[src/rtl/lfsr_pkg.sv]
// lfsr_pkg: shared LFSR constants, single-shift step function and select-width helper
package lfsr_pkg;
  localparam int MAX_W = 64;
  localparam logic [7:0] TAPS_W8 = 8'hB8;
  localparam logic [15:0] TAPS_W16 = 16'hB400;
  localparam logic [31:0] TAPS_W32 = 32'h80200003;
  function automatic int sel_w(input int n);
    return (n <= 1) ? 1 : $clog2(n);
  endfunction
  // returns {fb, next_state}; state bits at and above width must be zero
  function automatic logic [MAX_W:0] lfsr_step(input logic [MAX_W-1:0] state,
                                               input logic [MAX_W-1:0] taps,
                                               input int width);
    logic fb;
    logic [MAX_W-1:0] mask;
    fb = ^(state & taps);
    mask = (width >= MAX_W) ? '1 : ((MAX_W'(1) << width) - MAX_W'(1));
    return {fb, ((state << 1) | MAX_W'(fb)) & mask};
  endfunction
endpackage

[src/rtl/lfsr_chan.sv]
// lfsr_chan: one LFSR channel with STEPS-unrolled shifting, seed load and zero-seed fallback
module lfsr_chan import lfsr_pkg::*; #(
  parameter int WIDTH = 8,
  parameter int STEPS = 1,
  parameter logic [WIDTH-1:0] TAPS = TAPS_W8,
  parameter logic [WIDTH-1:0] SEED = '1
) (
  input  logic             clk,
  input  logic             rst,
  input  logic             step,
  input  logic             load,
  input  logic [WIDTH-1:0] load_data,
  output logic [WIDTH-1:0] state,
  output logic [STEPS-1:0] coin_bits,
  output logic             zero_seed
);
  logic [WIDTH-1:0] state_d, state_q, walk;
  logic [STEPS-1:0] raw;
  logic [MAX_W:0] r;
  always_comb begin
    walk = state_q;
    raw = '0;
    r = '0;
    for (int k = 0; k < STEPS; k++) begin
      r = lfsr_step(MAX_W'(walk), MAX_W'(TAPS), WIDTH);
      raw[k] = r[MAX_W];
      walk = r[WIDTH-1:0];
    end
    zero_seed = load & (load_data == '0);
    coin_bits = load ? '0 : raw;
    state_d = load ? (zero_seed ? SEED : load_data) : (step ? walk : state_q);
  end
  always_ff @(posedge clk or negedge rst)
    if (!rst) state_q <= SEED;
    else state_q <= state_d;
  assign state = state_q;
  a_no_lockup: assert property (@(posedge clk) disable iff (!rst) state_q != '0);
endmodule

[src/rtl/lfsr_coin_gen.sv]
// lfsr_coin_gen: multi-channel LFSR coin source with valid/ready output register
module lfsr_coin_gen import lfsr_pkg::*; #(
  parameter int WIDTH = 8,
  parameter int NUM_CH = 2,
  parameter int STEPS = 1,
  parameter logic [WIDTH-1:0] TAPS = TAPS_W8,
  parameter logic [NUM_CH*WIDTH-1:0] DEF_SEED = {8'h01, 8'hFF}
) (
  input  logic                      clk,
  input  logic                      rst,
  input  logic                      en,
  input  logic                      seed_load,
  input  logic [sel_w(NUM_CH)-1:0]  seed_ch,
  input  logic [WIDTH-1:0]          seed_data,
  output logic [NUM_CH*STEPS-1:0]   coins,
  output logic                      coins_valid,
  input  logic                      coins_ready,
  output logic                      lockup_err,
  output logic [NUM_CH*WIDTH-1:0]   state_dbg
);
  localparam int CH_W = sel_w(NUM_CH);
  logic step;
  logic [NUM_CH*STEPS-1:0] bits, coins_d, coins_q;
  logic [NUM_CH-1:0] zero;
  logic coins_valid_d, coins_valid_q, lockup_err_d, lockup_err_q;
  for (genvar c = 0; c < NUM_CH; c++) begin : g_ch
    lfsr_chan #(
      .WIDTH(WIDTH), .STEPS(STEPS), .TAPS(TAPS), .SEED(DEF_SEED[c*WIDTH +: WIDTH])
    ) u_chan (
      .clk       (clk),
      .rst       (rst),
      .step      (step),
      .load      (seed_load && (seed_ch == CH_W'(c))),
      .load_data (seed_data),
      .state     (state_dbg[c*WIDTH +: WIDTH]),
      .coin_bits (bits[c*STEPS +: STEPS]),
      .zero_seed (zero[c])
    );
  end
  always_comb begin
    step = en & (~coins_valid_q | coins_ready);
    coins_d = step ? bits : coins_q;
    coins_valid_d = step ? 1'b1 : (coins_ready ? 1'b0 : coins_valid_q);
    lockup_err_d = lockup_err_q | (|zero);
  end
  always_ff @(posedge clk or negedge rst)
    if (!rst) begin
      coins_q <= '0;
      coins_valid_q <= 1'b0;
      lockup_err_q <= 1'b0;
    end else begin
      coins_q <= coins_d;
      coins_valid_q <= coins_valid_d;
      lockup_err_q <= lockup_err_d;
    end
  assign coins = coins_q;
  assign coins_valid = coins_valid_q;
  assign lockup_err = lockup_err_q;
endmodule
[config.mk]
export PLATFORM = sky130hd
export DESIGN_NAME = lfsr_coin_gen
export DESIGN_NICKNAME = d
export VERILOG_FILES = /design/src/rtl/lfsr_pkg.sv /design/src/rtl/lfsr_chan.sv /design/src/rtl/lfsr_coin_gen.sv
export SDC_FILE = /design/constraint.sdc
export NUM_CORES = 1
export LEC_CHECK = 0
export BUFFER_PORTS_ARGS = -buffer_cell sky130_fd_sc_hd__buf_2
export CAP_MARGIN = 25
export CELL_PAD_IN_SITES_DETAIL_PLACEMENT = 0
export CELL_PAD_IN_SITES_GLOBAL_PLACEMENT = 1
export CORE_MARGIN = 5
export CORE_UTILIZATION = 38
export DETAILED_ROUTE_END_ITERATION = 12
export HOLD_SLACK_MARGIN = 0.06
export MAX_ROUTING_LAYER = met4
export PLACE_DENSITY = 0.74
export SYNTH_ARGS = -nofsm -noshare
export SYNTH_HDL_FRONTEND = slang
export SYNTH_HIERARCHICAL = 1
export SYNTH_SLANG_ARGS = --single-unit
[constraint.sdc]
create_clock -name clk -period 1.75 [get_ports clk]
set_input_delay 0.175 -clock clk [delete_from_list [all_inputs] [get_ports clk]]
set_output_delay 0.175 -clock clk [all_outputs]
set_load 0.03 [all_outputs]
---- Word-level counts from Yosys, hierarchy flattened ----
Cells that the tools add are included.
storage, ports and cells
  memories kept ........................... 0
  register bits ........................... 20
  bits in latches ......................... 0
  output and inout port bits .............. 20
  RAM bits ................................ 0
  memory bits (read-only) ................. 0
  input port bits ......................... 14
operators by class
  divide/modulo/power cells ............... 0
  $mul .................................... 0
  equality and inequality tests ........... 0
  shift-type cells ........................ 0
  reduce and logical (&&, ||, !) cells .... 9
  multiplexer cells ....................... 10
  bitwise gates (word level) .............. 9
  magnitude comparators ................... 0
  add/subtract/negate cells ............... 0
operator list
  operator                                     count
  64-bit parity                                2
  8-bit 2-to-1 mux                             6
  8-bit by 1-bit bitwise OR with 8-bit output  2
  8-bit logical NOT                            1
  2-bit nonzero test                           3
  1-bit 2-to-1 mux                             4
  1-bit bitwise AND                            3
  1-bit logical AND                            2
  1-bit NOT                                    2
  1-bit bitwise OR                             2
  2-bit OR reduction                           1

---- Depth between registers and ports, before layout ----
Gate-level depths: netlist of the first run.
  depth after elaboration ................. 5
  gate-level depth with buffers ........... 8

---- Modules after synthesis ----
The synthesis of the first run kept the hierarchy.
modules (own cells, without submodules)
  module                      sequential area each (µm²)  area an instance (µm²)  times used  cells an instance
  lfsr_chan (g_ch[0].u_chan)  210.2                       519.2                   1           51
  lfsr_chan (g_ch[1].u_chan)  201.4                       459.2                   1           44
  lfsr_coin_gen               100.1                       185.2                   1           13

---- Least setup slack after synthesis of the first run ----
OpenSTA, ideal clock, no wires.
  path type ............................... reg2reg
  start point ............................. register coins_valid_q (netlist: coins_valid)
  end point ............................... register g_ch[1].u_chan.state_q[0]
  cell stages (with the launch flop) ...... 9
  path slack .............................. 0.289 ns
  data required time ...................... 1.666 ns
  clock period less this slack ............ 1.461 ns
  arrival time ............................ 1.377 ns
  path through ............................ dfrtp_1 -> nand2b_4 -> nand2_4 -> inv_1 -> buf_2 -> inv_1 -> mux2i_1 -> o21ai_0 -> o32a_2
between the ends
  cells in the longest elaborated chain, start to end .. 4
ends and longest elaborated chain
  item                                 RTL line             RTL
  from (decl)                          lfsr_coin_gen.sv:25  logic coins_valid_d, coins_valid_q, lockup_err_d, lockup_err_q;
  from (signal assigned)               lfsr_coin_gen.sv:53  coins_valid_q <= coins_valid_d;
  1-bit NOT                            lfsr_coin_gen.sv:41  step = en & (~coins_valid_q | coins_ready);
  1-bit bitwise OR                     lfsr_coin_gen.sv:41
  1-bit bitwise AND                    lfsr_coin_gen.sv:41
  2-bit nonzero test (no source line)  --
  to (signal assigned)                 lfsr_chan.sv:35      else state_q <= state_d;
  to (decl)                            lfsr_chan.sv:17      logic [WIDTH-1:0] state_d, state_q, walk;
No other way between the ends.
A chain may end at the register's enable or synchronous reset.

---- Worst setup path in the final report of the first run ----
  start point ............................. register coins_valid_q (netlist: coins_valid)
  end point ............................... register g_ch[0].u_chan.state_q[2]
between the ends
  cells in the longest elaborated chain, start to end .. 4
ends and longest elaborated chain
  item                                 RTL line
  1-bit NOT                            lfsr_coin_gen.sv:41
  1-bit bitwise OR                     lfsr_coin_gen.sv:41
  1-bit bitwise AND                    lfsr_coin_gen.sv:41
  2-bit nonzero test (no source line)  --
  to (signal assigned)                 lfsr_chan.sv:35
  to (decl)                            lfsr_chan.sv:17
No other way between the ends.

==> out/results.txt, run 1 <==
Fmax - 650 MHz
Critical path depth in cells - 7
Critical path peak fanout - 11
Worst Path Arrival - 1.76 ns
Worst-path clk slew - 0.11 ns
Worst Hold Class - primary input to flop
PostCTS Resize Cnt - 0
Sink Count - 20
Setup crit end kind - flop
Final Skew - 0.00461 ns
Most used flip-flop cell after synthesis - dfrtp_1
Clk_lat worst skew - 0.29 ns
Die span in x - 65.3 microns
Vias in the first global route - 906
Largest cells by area after synthesis - dfrtp_1 24%, dfstp_2 20%, mux2i_1 10%
Post-layout util - 0.463
CP Launch Type - flop
Yosys top cell by area - dfrtp_1
Top cells by count, synth - 12 x mux2i_1, 11 x dfrtp_1, 9 x dfstp_2
RSZ-0062 raised after global routing - false
Core area - 0.00300 sq mm
Nets@finish - 158
ANT cells - 0
CTS root buffer - clkbuf_4
Fin. max-slew vios - 0
Residual DRC count - 0
Slew @ Worst Pin - 0.446 ns
Buf/Inv on CP - 2
Die Area - 0.00427 sq mm
Setup TNS - 0 ns
Reg2Reg Setup Slack - 0.21 ns
Share of cells above drive strength 1 - 0.413
Initial Utilization - 0.387
Minimum clock period - 1.54 ns
Final Hold Fails - 0
Initial antenna violation count - 0
Yosys warns - 6
Post-route ant nets - 0
WL final - 2560 microns
EDFF count, synth - 0
Register area share after synthesis - 0.440
Htree depth - 1
Crit path kind - flop to flop
Wire per inst - 14.6 microns
Share of the synthesized area in the top cell type - 0.237
Worst path required time - 1.98 ns
Critical path's top delay family - buffers and inverters
Clock Tree Buf Depth - 2
Status - finished clean
Syn Std Cell Area - 0.00116 sq mm
Synth Net Count - 122
Hold Path Stages - 2
Port Buffers - 33
Io pins - 34
Slowest CP cell - dfrtp_1
# Post-CTS Setup Buffers - 0
Vias per cell - 5.33
DP Wirelength - 2010 microns
Period utilisation layout - 0.879
Grt ovf - 0
First-pass GRT wire length - 4450 microns
Cells along the critical path - nand2b_4 -> nand2_4 -> inv_1 -> buf_4 -> nor2b_1 -> a211oi_1 -> a21oi_1
LEAKAGE - 0.614 nW
Setup violators final - 0
Mapped Cells - 108
Yosys reg bits - 20
Pwr dens - 1150 mW/mm^2
Area grow syn2layout - 19.4%
Crit-path max cell delay - 0.42 ns
TritonCTS Buffers - 3
1st-pass router iterations - 4
GPL Wtd Cong - 0.771
GRT Total Usage - 0.139
Row Count - 20
Max-Cap Viols - 0
Slew headroom - 0.703
Max IR drop VDD - 0.000471 V
Synth cell types - 32
Detailed Route Iter0 Violations - 19
Most common cell in the netlist - mux2i_1
Mean Syn Cell Area - 10.8 sq um
Die height - 65.3 microns
Largest net degree at the start of global routing - 21
Asr flop ratio synth - 1.00
CTS tree - built
R2R cell count - 7
Via count - 938
## metal layers
metal / track usage / part of all wire / vias to the layer above
met5: - / 0 / -
met2: 0.223 / 0.49 / 28
li1: - / - / 462
met3: 0.0222 / 0.056 / 2
met4: 0.0544 / 0.0090 / 0
met1: 0.176 / 0.45 / 446
## registers in the layout, indices dropped and copies added (netlist names)
register / flops
coins: 2
coins_valid: 1
g_ch.u_chan/state: 16
lockup_err: 1
## cell usage in the layout (no fill, tap or decap), drive strengths merged
master       instances
o21ai                7
xnor2                6
buf                 36
mux2i               12
mux2                 2
a31oi                2
nand3                1
nor2                 6
dfstp                9
or2b                 1
and2                 2
a21oi                7
nand2b               1
inv                  5
or3                  1
and2b                1
o32a                 1
nor4                 2
nor3                 3
a211oi               4
clkbuf               4
a311oi               6
dfrtp               11
nor2b                4
dlygate4sd3          1
nand2                8
## area by class of cell
| cell class | instances | area, sq um |
|---|---|---|
| Clock buffer | 4 | 26.3 |
| Inverter | 5 | 18.8 |
| Fill cell | 319 | 1610 |
| Tap cell | 33 | 41.3 |
| Multi-Input combinational cell | 77 | 593 |
| Timing Repair Buffer | 37 | 198 |
| Sequential cell | 20 | 512 |
## path summary, 6_finish.rpt
kind                             startpoint                       to
worst max-delay path            coins_valid  g_ch[0].u_chan/state[2]
worst min-delay path                     en              coins_valid
worst max register to register  coins_valid  g_ch[0].u_chan/state[2]
worst min register to register   lockup_err               lockup_err
max in group asynchronous               rst  g_ch[0].u_chan/state[6]
min in group asynchronous               rst                 coins[0]
## what timing repair did
action,4_1_cts,5_1_grt
endpoints found under the hold margin,11,0
setup endpoints to repair,0,0
hold buffers,1,0
## stage by stage
stage | total power, mW | hold WS [ns] | std cells | worst slack, ns | instance area, sq um
after floorplan | 1.19 | -0.121 | 108 | 0.289 | 1160
after global routing | 1.72 | 0.0846 | 176 | 0.0236 | 1390
final | 1.60 | 0.105 | 176 | 0.212 | 1390
after global placement | 1.38 | 0.144 | 171 | 0.243 | 1350
after detailed placement | 1.40 | 0.150 | 171 | 0.196 | 1350
after CTS | 1.63 | 0.0919 | 176 | 0.184 | 1390
## report_power, final
part | internal, mW | leakage [nW] | switching (mW)
Sequential | 0.603 | 0.229 | 0.0891
Combinational | 0.258 | 0.371 | 0.427
Clock | 0.0886 | 0.0150 | 0.135
## logic make-up (layout without fill, tap and decap cells)
| logic type | count (synthesis) | after routing | share of synthesized area |
|---|---|---|---|
| xor+xnor | 6 | 6 | 0.0452 |
| simple gates | 30 | 30 | 0.180 |
| mux | 14 | 14 | 0.129 |
| buf+inv | 11 | 46 | 0.0505 |
| compound gates | 27 | 27 | 0.156 |
| flops | 20 | 20 | 0.440 |
Power figures use the tool's default switching activity.
==> inputs of run 2 (changes only) <==
--- a/config.mk
+++ b/config.mk
@@ -5,16 +5,17 @@
 export SDC_FILE = /design/constraint.sdc
 export NUM_CORES = 1
 export LEC_CHECK = 0
+export ABC_AREA = 1
 export BUFFER_PORTS_ARGS = -buffer_cell sky130_fd_sc_hd__buf_2
 export CAP_MARGIN = 25
 export CELL_PAD_IN_SITES_DETAIL_PLACEMENT = 0
 export CELL_PAD_IN_SITES_GLOBAL_PLACEMENT = 1
 export CORE_MARGIN = 5
-export CORE_UTILIZATION = 38
+export CORE_UTILIZATION = 36
 export DETAILED_ROUTE_END_ITERATION = 12
 export HOLD_SLACK_MARGIN = 0.06
 export MAX_ROUTING_LAYER = met4
-export PLACE_DENSITY = 0.74
+export PLACE_DENSITY = 0.75
 export SYNTH_ARGS = -nofsm -noshare
 export SYNTH_HDL_FRONTEND = slang
 export SYNTH_HIERARCHICAL = 1
==> run 2 against run 1 <==
  * Register-to-register slack improved by 0.26 ns
  * Design area rose by 3.6%
  * Fmax rose by 20%
  * Critical path type unchanged
  * Non-clock buffer count fell by 1
  * Worst hold slack improved by 0.037 ns
  * Sequential share of layout area fell by 1.3 points
==> out/results.txt, run 2 <==
Seq pwr share - 0.441 (+0.008)
1st-pass router iterations - 4 (unchanged)
Nets@finish - 213 (+35%)
Die height - 67.3 microns (+3.1%)
Slew headroom - 0.705 (+0.00256)
LEAKAGE - 0.768 nW (+25%)
Cells along the critical path - nand2_2 -> nand2_4 -> inv_1 -> nor2_1 -> inv_1 -> nand2_1 -> nor2_1 -> a21oi_1
Yosys top cell by area - dfrtp_1
Largest cells by area after synthesis - dfrtp_1 23%, dfstp_2 20%, nand2_1 17%
Net Sw Frac - 0.424 (+0.0172)
Mean Syn Cell Area - 7.40 sq um (-31%)
Pwr Total - 1.49 mW (-6.7%)
Dpl ws - 0.468 ns (+0.272 ns)
Asr flop ratio synth - 1.00 (unchanged)
Largest net degree at the start of global routing - 21 (unchanged)
Synth Area in Compound Gates - 0.0888 (-0.0671)
Commonest cells after routing, fill and taps aside - 54 x nand2_1, 33 x buf_2, 21 x inv_1
Setup TNS - 0 ns (unchanged)
Setup ws final - 0.468 ns (+0.256 ns)
Vias in the first global route - 1036 (+14%)
Area grow syn2layout - 21.6%
Post-route ant nets - 0 (unchanged)
Grt ovf - 0 (unchanged)
Synth cell types - 26 (-19%)
Most common cell in the netlist - nand2_1
Status - finished clean
Register area share after synthesis - 0.432 (-0.00744)
Synth Area in XOR/XNOR - 0 (-0.0452)
Clk_lat worst skew - 0.29 ns (about the same)
Port Buffers - 33 (unchanged)
# fillers - 340 (+6.6%)
DP Wirelength - 2310 microns (+15%)
Sink Count - 20 (unchanged)
Top cells by count, synth - 54 x nand2_1, 21 x inv_1, 16 x nor2_1
EDFF count, synth - 0 (unchanged)
Slew @ Worst Pin - 0.442 ns (-0.00384 ns)
Combinational fraction of design power - 0.409 (-0.019)
Syn Std Cell Area - 0.00118 sq mm (+1.7%)
RSZ-0062 raised after global routing - false
CP Launch Type - flop
TritonCTS Buffers - 3 (unchanged)
Minimum clock period - 1.28 ns (-0.256 ns)
Worst Hold Class - primary input to flop
Mapped Cells - 160 (+48%)
Share of cells above drive strength 1 - 0.328 (-0.0843)
Initial antenna violation count - 0 (unchanged)
Setup violators final - 0 (unchanged)
Post-Synth Simple-Gate Area - 0.381 (+0.201)
Residual DRC count - 0 (unchanged)
Multi-input gate area - 556 sq um (-6.3%)
Crit-path max cell delay - 0.40 ns (-0.02 ns)
Row Count - 20 (unchanged)
Fmax - 780 MHz (+20%)
Post-synthesis mux area share - 0 (-0.129)
First-pass GRT wire length - 4680 microns (+5.1%)
Fin. max-slew vios - 0 (unchanged)
Vias per cell - 4.67 (-12%)
Clock Tree Buf Depth - 2 (unchanged)
Critical path peak fanout - 8 (-3)
Share of the synthesized area in the top cell type - 0.233 (-0.00400)
Wire per inst - 11.6 microns (-20%)
Io pins - 34 (unchanged)
Synth Area in Adders - 0 (unchanged)
GPL Wtd Cong - 0.916 (+19%)
Storage cell area - 512 sq um (unchanged)
Worst path required time - 1.98 ns (about the same)
CTS tree - built
Max reg flops - 16 (unchanged)
Clock power frac - 0.151 (+0.011)
Slowest CP cell - dfrtp_1
Yosys warns - 6 (unchanged)
Initial Utilization - 0.381 (-0.00605)
CTS root buffer - clkbuf_4
Die span in x - 67.3 microns (+3.1%)
Crit path kind - flop to flop
WL final - 2810 microns (+9.8%)
Yosys reg bits - 20 (unchanged)
Synth Net Count - 174 (+43%)
Pwr dens - 1040 mW/mm^2 (-9.9%)
Worst-path clk slew - 0.11 ns (about the same)
Htree depth - 1 (unchanged)
Max IR drop VDD - 0.000361 V (-23%)
Detailed Route Iter0 Violations - 54 (+35)
Final Hold Slack - 0.142 ns (+0.0373 ns)
GRT Total Usage - 0.138 (-0.00114)
Core area - 0.00310 sq mm (+3.3%)
Main combinational cell family by area after synthesis - simple AND/OR/NAND/NOR gates
Most used flip-flop cell after synthesis - dfrtp_1
# Post-CTS Setup Buffers - 0 (unchanged)
Worst Path Arrival - 1.52 ns (-0.24 ns)
Period utilisation layout - 0.732 (-0.147)
Max-Cap Viols - 0 (unchanged)
Sw Pwr - 633 uW (-2.7%)
Commonest non-fill, non-tap cell in the layout - nand2_1
Die Area - 0.00453 sq mm (+6.2%)
Final Skew - 0.00266 ns (-0.00194 ns)
Int Pwr - 861 uW (-9.4%)
Setup crit end kind - flop
Via count - 1131 (+21%)
ANT cells - 0 (unchanged)
Final Hold Fails - 0 (unchanged)
## run 2: changes by cell type after synthesis, sizes merged, moves of 6 or more
cell,change
inv,+21
nand2,+50
mux2i,-12
xnor2,-6
a311oi,-6
nand3,+12
nor2,+17
## run 2: through the flow
step | cell area (sq um) | util | cells
global route | 1440 | 0.464 | 242
global placement | 1400 | 0.452 | 237
floorplan | 1180 | - | 160
detailed placement | 1400 | 0.452 | 237
CTS | 1440 | 0.464 | 242
finish | 1440 | 0.464 | 242
## run 2: timing repair
action	4_1_cts	5_1_grt
hold buffers	1	0
endpoints found under the hold margin	11	0
gates resized for setup	0	0
## run 2: worst max-delay path: cells and delay by family, from the launching register on
kind	cells	cell delay [ns]
simple gates	5	0.43
flops	1	0.40
buf+inv	2	0.33
compound gates	1	0.06
## run 2: metal layers
layer | vias to the layer above | track usage | routed length (microns)
met5 | - | - | 0
met3 | 2 | 0.0200 | 155
met2 | 30 | 0.213 | 1330
met1 | 521 | 0.187 | 1310
li1 | 578 | - | -
met4 | 0 | 0.0380 | 14
## run 2: path summary, 6_finish.rpt
| check | from | endpoint | slack, ns | cells after the start |
|---|---|---|---|---|
| setup reg to reg | coins_valid | g_ch[1].u_chan/state[0] | 0.47 | 8 |
| hold / removal | en | coins_valid | 0.14 | 3 |
| setup / recovery | coins_valid | g_ch[1].u_chan/state[0] | 0.47 | 8 |
| hold reg to reg | coins[1] | coins[1] | 0.48 | 2 |
| max in group asynchronous | rst | g_ch[0].u_chan/state[4] | 1.06 | 2 |
| min in group asynchronous | rst | g_ch[1].u_chan/state[1] | 0.34 | 2 |
## run 2: final cells by class
type / count / share of cell area
multi-input combinational: 112 / 0.386
sequential: 20 / 0.356
tap: 44 / 0.0383
clock buffer: 4 / 0.0183
timing repair buffer: 36 / 0.132
inverter: 26 / 0.0696
## run 2: cells by family (layout without fill, tap and decap cells)
group	after synthesis	after routing
AO/OA/AOI/OAI	16	16
AND/OR/NAND/NOR	96	96
buffers and inverters	28	66
flip-flops	20	20
## run 2: power groups by stage
| stage | Combinational [mW] | Sequential (mW) | Clock [mW] |
|---|---|---|---|
| 2_1_floorplan | 0.239 | 0.854 | 0 |
| 3_3_place_gp | 0.614 | 0.666 | 0 |
| 3_5_place_dp | 0.615 | 0.668 | 0 |
| 4_1_cts | 0.618 | 0.659 | 0.242 |
| 5_1_grt | 0.666 | 0.677 | 0.256 |
| 6_report | 0.610 | 0.658 | 0.225 |
